### config.mk
export PLATFORM = sky130hd
export DESIGN_NAME = mmem_rd_arbiter
export DESIGN_NICKNAME = d
export VERILOG_FILES = /design/src/rtl/mmem_rd_arbiter.sv
export SDC_FILE = /design/constraint.sdc
export NUM_CORES = 1
export LEC_CHECK = 0
export CAP_MARGIN = 20
export CELL_PAD_IN_SITES_DETAIL_PLACEMENT = 1
export CELL_PAD_IN_SITES_GLOBAL_PLACEMENT = 2
export CORE_MARGIN = 10
export CORE_UTILIZATION = 29
export CTS_BUF_LIST = sky130_fd_sc_hd__clkbuf_4
export CTS_CLUSTER_DIAMETER = 200
export DETAILED_ROUTE_END_ITERATION = 8
export HOLD_SLACK_MARGIN = 0.05
export PLACE_DENSITY = 0.92
export SYNTH_ARGS = -nofsm -noshare
export SYNTH_HDL_FRONTEND = slang
export SYNTH_SLANG_ARGS = --single-unit
### constraint.sdc
create_clock -name clk -period 5.2 [get_ports clk]
set_input_delay 1.04 -clock clk [delete_from_list [all_inputs] [get_ports clk]]
set_output_delay 1.04 -clock clk [all_outputs]
set_load 0.02 [all_outputs]
### src/rtl/mmem_rd_arbiter.sv
// Round-robin arbiter with burst lock for the shared main-memory read port.
// Registers the winning command and returns an owner tag aligned with read data.
module mmem_rd_arbiter #(
  parameter int N_REQ    = 3,
  parameter int ADDR_WDT = 14,
  parameter int TYPE_WDT = 3,
  parameter int RD_LAT   = 2,
  parameter int ID_WDT   = $clog2(N_REQ)
) (
  input  logic                         clk,
  input  logic                         rst_n,
  input  logic                         clear,
  input  logic [N_REQ-1:0]             req_val,
  input  logic [N_REQ*ADDR_WDT-1:0]    req_addr,
  input  logic [N_REQ*TYPE_WDT-1:0]    req_type,
  input  logic [N_REQ-1:0]             req_last,
  input  logic [N_REQ-1:0]             req_stall,
  output logic [N_REQ-1:0]             req_rdy,
  output logic                         mem_rd_en,
  output logic [ADDR_WDT-1:0]          mem_rd_addr,
  output logic [TYPE_WDT-1:0]          mem_rd_type,
  output logic                         mem_rd_last,
  output logic                         rsp_val,
  output logic [ID_WDT-1:0]            rsp_id,
  output logic                         busy
);

  typedef enum logic {
    ST_IDLE,
    ST_LOCK
  } state_t;

  localparam logic [ID_WDT-1:0] PTR_RST = ID_WDT'(N_REQ - 1);

  state_t                state_q, state_d;
  logic [ID_WDT-1:0]     ptr_q, ptr_d;
  logic [ID_WDT-1:0]     owner_q, owner_d;
  logic [N_REQ-1:0]      elig;
  logic                  grant_vld;
  logic [ID_WDT-1:0]     grant_id;
  logic [ID_WDT-1:0]     cand;

  logic [ADDR_WDT-1:0]   addr_arr [N_REQ];
  logic [TYPE_WDT-1:0]   type_arr [N_REQ];

  logic                  mem_rd_en_q;
  logic [ADDR_WDT-1:0]   mem_rd_addr_q;
  logic [TYPE_WDT-1:0]   mem_rd_type_q;
  logic                  mem_rd_last_q;
  logic [ID_WDT-1:0]     cmd_id_q;

  logic [RD_LAT-1:0]     tag_vld_q;
  logic [ID_WDT-1:0]     tag_id_q [RD_LAT];

  for (genvar g = 0; g < N_REQ; g++) begin : g_split
    assign addr_arr[g] = req_addr[g*ADDR_WDT +: ADDR_WDT];
    assign type_arr[g] = req_type[g*TYPE_WDT +: TYPE_WDT];
  end

  // Gating with rst_n keeps req_rdy low while reset is held, like every other output.
  assign elig = req_val & ~req_stall & {N_REQ{~clear & rst_n}};

  always_comb begin
    // NOTE: every variable gets a default first so no path leaves it unassigned (no latch).
    state_d   = state_q;
    ptr_d     = ptr_q;
    owner_d   = owner_q;
    grant_vld = 1'b0;
    grant_id  = '0;
    cand      = '0;
    req_rdy   = '0;

    if (state_q == ST_IDLE) begin
      for (int k = N_REQ; k >= 1; k--) begin
        // Scanning from farthest to nearest leaves the nearest eligible index as winner.
        cand = ID_WDT'((int'(ptr_q) + k) % N_REQ);
        if (elig[cand]) begin
          grant_vld = 1'b1;
          grant_id  = cand;
        end
      end
    end else begin
      grant_vld = elig[owner_q];
      grant_id  = owner_q;
    end

    if (grant_vld) begin
      req_rdy[grant_id] = 1'b1;
      ptr_d             = grant_id;
      if (state_q == ST_IDLE && !req_last[grant_id]) begin
        state_d = ST_LOCK;
        owner_d = grant_id;
      end else if (state_q == ST_LOCK && req_last[grant_id]) begin
        state_d = ST_IDLE;
      end
    end

    if (clear) begin
      state_d = ST_IDLE;
      ptr_d   = PTR_RST;
    end
  end

  always_ff @(posedge clk or negedge rst_n) begin
    if (!rst_n) begin
      // NOTE: sequential state uses non-blocking (<=) so all registers update from pre-edge values.
      state_q <= ST_IDLE;
      ptr_q   <= PTR_RST;
      owner_q <= '0;
    end else begin
      state_q <= state_d;
      ptr_q   <= ptr_d;
      owner_q <= owner_d;
    end
  end

  // Command register: address/type/last hold their value when nothing is accepted.
  always_ff @(posedge clk or negedge rst_n) begin
    if (!rst_n) begin
      mem_rd_en_q   <= 1'b0;
      mem_rd_addr_q <= '0;
      mem_rd_type_q <= '0;
      mem_rd_last_q <= 1'b0;
      cmd_id_q      <= '0;
    end else begin
      mem_rd_en_q <= grant_vld;
      if (grant_vld) begin
        mem_rd_addr_q <= addr_arr[grant_id];
        mem_rd_type_q <= type_arr[grant_id];
        mem_rd_last_q <= req_last[grant_id];
        cmd_id_q      <= grant_id;
      end
    end
  end

  always_ff @(posedge clk or negedge rst_n) begin
    if (!rst_n) begin
      // NOTE: the id payload is reset along with the valid bits so rsp_id reads 0 out of reset.
      tag_vld_q <= '0;
      for (int i = 0; i < RD_LAT; i++) tag_id_q[i] <= '0;
    end else if (clear) begin
      tag_vld_q <= '0;
    end else begin
      tag_vld_q[0] <= mem_rd_en_q;
      tag_id_q[0]  <= cmd_id_q;
      for (int i = 1; i < RD_LAT; i++) begin
        tag_vld_q[i] <= tag_vld_q[i-1];
        tag_id_q[i]  <= tag_id_q[i-1];
      end
    end
  end

  assign mem_rd_en   = mem_rd_en_q;
  assign mem_rd_addr = mem_rd_addr_q;
  assign mem_rd_type = mem_rd_type_q;
  assign mem_rd_last = mem_rd_last_q;
  assign rsp_val     = tag_vld_q[RD_LAT-1];
  assign rsp_id      = tag_id_q[RD_LAT-1];
  assign busy        = (state_q == ST_LOCK) | mem_rd_en_q | (|tag_vld_q);

endmodule

# [After elaboration in Yosys (flattened, before gate mapping)]
# Index checks and enable logic that the tools add are counted.
[classes] bitwise_logic=9 n_reduce_logical=9 add_sub_neg=3 mux=34 n_div=3 n_lt_le_gt_ge=7
[op_table] cell="$mod A32 B3 Y32 const B" n=3
[op_table] cell="$bmux W14 S2" n=1
[op_table] cell="$mux W14" n=2
[op_table] cell="$lt A2 B3 Y1 const B" n=5
[op_table] cell="$mux W1" n=14
[op_table] cell="$mux W2" n=7
[op_table] cell="$bmux W1 S2" n=5
[op_table] cell="$mux W3" n=3
[op_table] cell="$add A2 B2 Y3 const B" n=2
[op_table] cell="$and A3 B3 Y3" n=2
[op_table] cell="$bmux W3 S2" n=1
[op_table] cell="$reduce_and A2 Y1" n=2
[op_table] cell="$add A2 B1 Y3 const B" n=1
[op_table] cell="$ge A3 B3 Y1 const B" n=1
[op_table] cell="$logic_and A1 B1 Y1" n=3
[op_table] cell="$not A2 Y3" n=1
[op_table] cell="$not A3 Y3" n=1
[op_table] cell="$reduce_bool A3 Y1" n=1
[op_table] cell="$demux W1 S2" n=1
[op_table] cell="$ge A2 B1 Y1 const B" n=1
[op_table] cell="$not A1 Y1" n=2
[op_table] cell="$or A1 B1 Y1" n=2
[op_table] cell="$reduce_bool A2 Y1" n=1
[op_table] cell="$reduce_or A2 Y1" n=1
[op_table] cell="other kinds (2)" n=2
[totals] ff_bits=32 wordCells=76

# [Logic depth before layout (Yosys ltp)]
[logic_depth] word_depth=16 depth_mapped=11 ltp_nobuf=8

# [Worst setup path after synthesis]
# No wires, ideal clock.
[synth_timing] kind="input port to output port" start="in req_stall[1]" end="out req_rdy[1]" path_stages=8 setup_slack_ns=1.657 path_buffers=2 t_required_ns=4.160 arrival_time_ns=2.503 path_cell_list="nand2b_4 > a221oi_2 > o22ai_2 > a2bb2o_4 > buf_6 > nand2b_4 > buf_8 > nor2_1"
[synth_between] elab_chain_len=14
[synth_rtl] element="start, declared" line_no="17" source="input logic [N_REQ-1:0] req_stall,"
[synth_rtl] element="$not A3 Y3 *" line_no="61" source="assign elig = req_val & ~req_stall & {N_REQ{~clear & rst_n}};"
[synth_rtl] element="$and A3 B3 Y3 * (2 in series)" line_no="61"
[synth_rtl] element="$bmux W1 S2" line_no="77" source="if (elig[cand]) begin"
[synth_rtl] element="$mux W1 (implied by the code)" line_no="77"
[synth_rtl] element="$mux W2 (3 in series)" line_no="77"
[synth_rtl] element="$mux W2" line_no="73" source="if (state_q == ST_IDLE) begin"
[synth_rtl] element="$lt A2 B3 Y1 (implied by the code) or $ge A2 B1 Y1 (tied branches)" line_no="88" source="req_rdy[grant_id] = 1'b1;"
[synth_rtl] element="$logic_and A1 B1 Y1 (implied by the code)" line_no="88"
[synth_rtl] element="$mux W1 (implied by the code)" line_no="88"
[synth_rtl] element="$demux W1 S2" line_no="88"
[synth_rtl] element="$mux W3 *" line_no="87" source="if (grant_vld) begin"
[synth_rtl] element="end, declared" line_no="18" source="output logic [N_REQ-1:0] req_rdy,"
# Every way passes the cells marked *; elsewhere a longest branch is shown, timed or not. The select of a mux whose other input is x is not followed.

# [Final worst setup path]
[layout_timing] start="in clear" end="out req_rdy[2]"
[layout_between] elab_chain_len=14
[layout_rtl] element="start, declared" line_no="12" source="input logic clear,"
[layout_rtl] element="$not A1 Y1 *" line_no="61"
[layout_rtl] element="$and A1 B1 Y1 *" line_no="61"
[layout_rtl] element="$and A3 B3 Y3 *" line_no="61"
[layout_rtl] element="$bmux W1 S2" line_no="77"
[layout_rtl] element="$mux W1 (implied by the code)" line_no="77"
[layout_rtl] element="$mux W2 (3 in series)" line_no="77"
[layout_rtl] element="$mux W2" line_no="73"
[layout_rtl] element="$lt A2 B3 Y1 (implied by the code) or $ge A2 B1 Y1 (tied branches)" line_no="88"
[layout_rtl] element="$logic_and A1 B1 Y1 (implied by the code)" line_no="88"
[layout_rtl] element="$mux W1 (implied by the code)" line_no="88"
[layout_rtl] element="$demux W1 S2" line_no="88"
[layout_rtl] element="$mux W3 *" line_no="87"
# Marks and branches as above.

==> reports/metrics.cfg <==
[pwr]
peakVddDrop_mv=0.213
p_sw_uw=596
swShare_pct=41.7
total_power_mw=1.43
p_seq_share_pct=30.4
p_int_uw=834
power_frac_clock_pct=10.2
combPwrFrac_pct=59.4
p_per_area_mw_per_mm2=448
leakagePower_nw=1.36

[floorplanning]
die_h_um=108
dieArea_mm2=0.0116
rows=31
design.portCount=89
core_area_mm2=0.00737
fp.dieW_um=108
initial_core_util_pct=30.2

[finish]
num_antenna_cells=0
drive_gt1_share_pct=19.0
final_nets=359
area_growth_pct=43.3
final_cells=394

[global_route]
grt_pass1_vias=2220
grt_max_degree=25
grt_use_total_pct=12.2
grt_pass1_wl_um=11500
antenna_found_initial=0
grt.overflow.total=0

[detailed_routing]
final_antenna_net_count=0
vias=1953
routed_wl_um=6920
drc=0
routed_via_density=4.96
drt_iter0_markers=22
firstDrtPassIters=4
wl_per_cell_um=17.6

[clocking]
path_clk_slew_ns=0.11
cts-root-buf=clkbuf_4
post_cts_resized=0
postCtsHoldBufs=0
clock_latency_ns=0.34
cts_sinks=32
post_cts_buffers=0
tritoncts=built
h-tree-depth=2
numCtsBuffers=5
cts_buffer_depth=2

[worst_setup_path]
cp_common_cell=clkdlybuf4s50_1
cpLargestDelayFamily=buffers and inverters
endpoint_kind=output pin
max_stage_delay_ns=0.62
worstSetupPathType=in2out
critPathArrivalTime_ns=3.61
cp-start-kind=input port
crit_required_ns=4.16
cp_slowest_cell=nor3_4
critical_path_buf_inv_count=2
critPathMaxFanout=18
path_cells=clkdlybuf4s50_1 -> nand2b_4 -> a221oi_2 -> o22ai_2 -> nor3_4 -> or2_2 -> clkdlybuf4s50_1

[timing]
rsz0062_at_grt=false
fmax_mhz=215
worst_slew_pin_slew_ns=0.652
setup_viol=0
period_needed_ns=4.65
hold_viol_final=0
holdWs_ns=0.496
finalCritPeriodShare_pct=89.4
fin_tns_setup_ns=0
relSlewSlack_pct=56.4
clock_skew_ns=0.0112
report.final.slew_viol_count=0
setup_ws_ns=0.552

[job]
cap_violations=0

[worst_hold_path]
min_path_type=reg2reg

[synthesis]
synthFlopType=dfrtp_1
synth_simple_gate_area_share_pct=13.4
syn_nets=273
seq_area_frac_synth_pct=36.0
ys_ff_latch=32
synth-edff-count=0
synth_xor_xnor_area_share_pct=0
async_flop_share_pct=100
syn_area_per_cell_um2=10.7
synth_top_cells_by_area=dfrtp_1 (35%), o221ai_2 (10%), mux2i_1 (8.1%)
yosysMostFrequentCell=dfrtp_1
synthMuxAreaShare_pct=10.1
synth-compound-area-share_pct=28.7
ys_types=52
synthesis.area_mm2=0.00223
netlist.top_cell.by_area=dfrtp_1
synth_top_area_share_pct=34.9
yosys-top-cells-count=dfrtp_1 (31), inv_1 (24), o21ai_0 (21)
synth_top_family_by_area=compound AO/OA/AOI/OAI gates
synth_fa_ha_area_share_pct=1.12
netlist_instances=208
yosys_warnings=0

[placed_design]
pre_cts_ws_ns=0.522
placedCellCount=386
hpwl_um=5590
gp_congestion=0.793
numPortBuffers=88

[outcome]
status=finished, final reports clean

flip-flops by register name, indices dropped and copies added, names as in the netlist:
signal / flops
mem_rd_addr: 14
mem_rd_type: 3
cmd_id_q: 2
owner_q: 2
ptr_q: 2
rsp_id: 2
tag_id_q: 2
tag_vld_q: 2
mem_rd_en: 1
mem_rd_last: 1
state_q: 1
layout make-up:
| cell class | count | area, µm² |
|---|---|---|
| Fill cell | 844 | 4180 |
| Timing Repair Buffer | 95 | 928 |
| Clock inverter | 3 | 18.8 |
| Sequential cell | 32 | 802 |
| Clock buffer | 5 | 37.5 |
| Inverter | 24 | 90.1 |
| Tap cell | 99 | 124 |
| Multi-Input combinational cell | 136 | 1190 |
layer usage:
layer  share of wire, %  GRT usage (%)  vias to the layer above  wire length (µm)
met3                9.1           5.93                        5               628
met1                 41           13.0                      941              2820
met4               0.69           2.96                        0                48
met2                 49           21.2                       67              3420
met5                  0              0                        -                 0
li1                   -              -                      940                 -
per-stage QoR:
| stage | cell area, µm² | utilization, % |
|---|---|---|
| CTS | 3190 | 43.3 |
| finish | 3190 | 43.3 |
| global route | 3190 | 43.3 |
| detailed placement | 3130 | 42.5 |
| floorplan | 2230 | - |
| global placement | 3130 | 42.5 |
final timing paths:
path                            slack (ns)  cells past startpoint              end        start
max in group asynchronous             3.89                      2         ptr_q[1]        rst_n
worst max-delay path                  0.55                      7       req_rdy[2]        clear
worst min register to register        0.50                      1      cmd_id_q[1]  cmd_id_q[1]
worst max register to register        2.46                      8  mem_rd_addr[11]     ptr_q[1]
worst min-delay path                  0.50                      1      cmd_id_q[1]  cmd_id_q[1]
min in group asynchronous             0.63                      1   mem_rd_addr[2]        rst_n
cells by family after synthesis:
family                   count (synthesis)
AND/OR/NAND/NOR                         43
flip-flops                              32
adder cells (fa/ha/maj)                  2
AO/OA/AOI/OAI                           69
multiplexers                            22
buffers and inverters                   40
cell usage in the layout (no fill, tap or decap), types with 4 or more instances in the layout:
cell type	instances
nand2b_4	4
clkdlybuf4s50_1	87
buf_4	7
dfrtp_1	31
a21oi_1	5
nor2_1	7
mux2_2	4
o21ai_0	21
mux2i_1	18
clkbuf_4	5
nand2_1	7
inv_1	24
nor2b_1	4
o221ai_2	15
power by group through the flow:
| stage | combinational [mW] | clock, mW | sequential (mW) |
|---|---|---|---|
| floorplan | 0.485 | 0 | 0.513 |
| global placement | 0.850 | 0 | 0.434 |
| detailed placement | 0.868 | 0 | 0.440 |
| CTS | 0.870 | 0.154 | 0.437 |
| global route | 0.931 | 0.167 | 0.454 |
| finish | 0.850 | 0.146 | 0.435 |
Power figures use the tool's default switching activity.
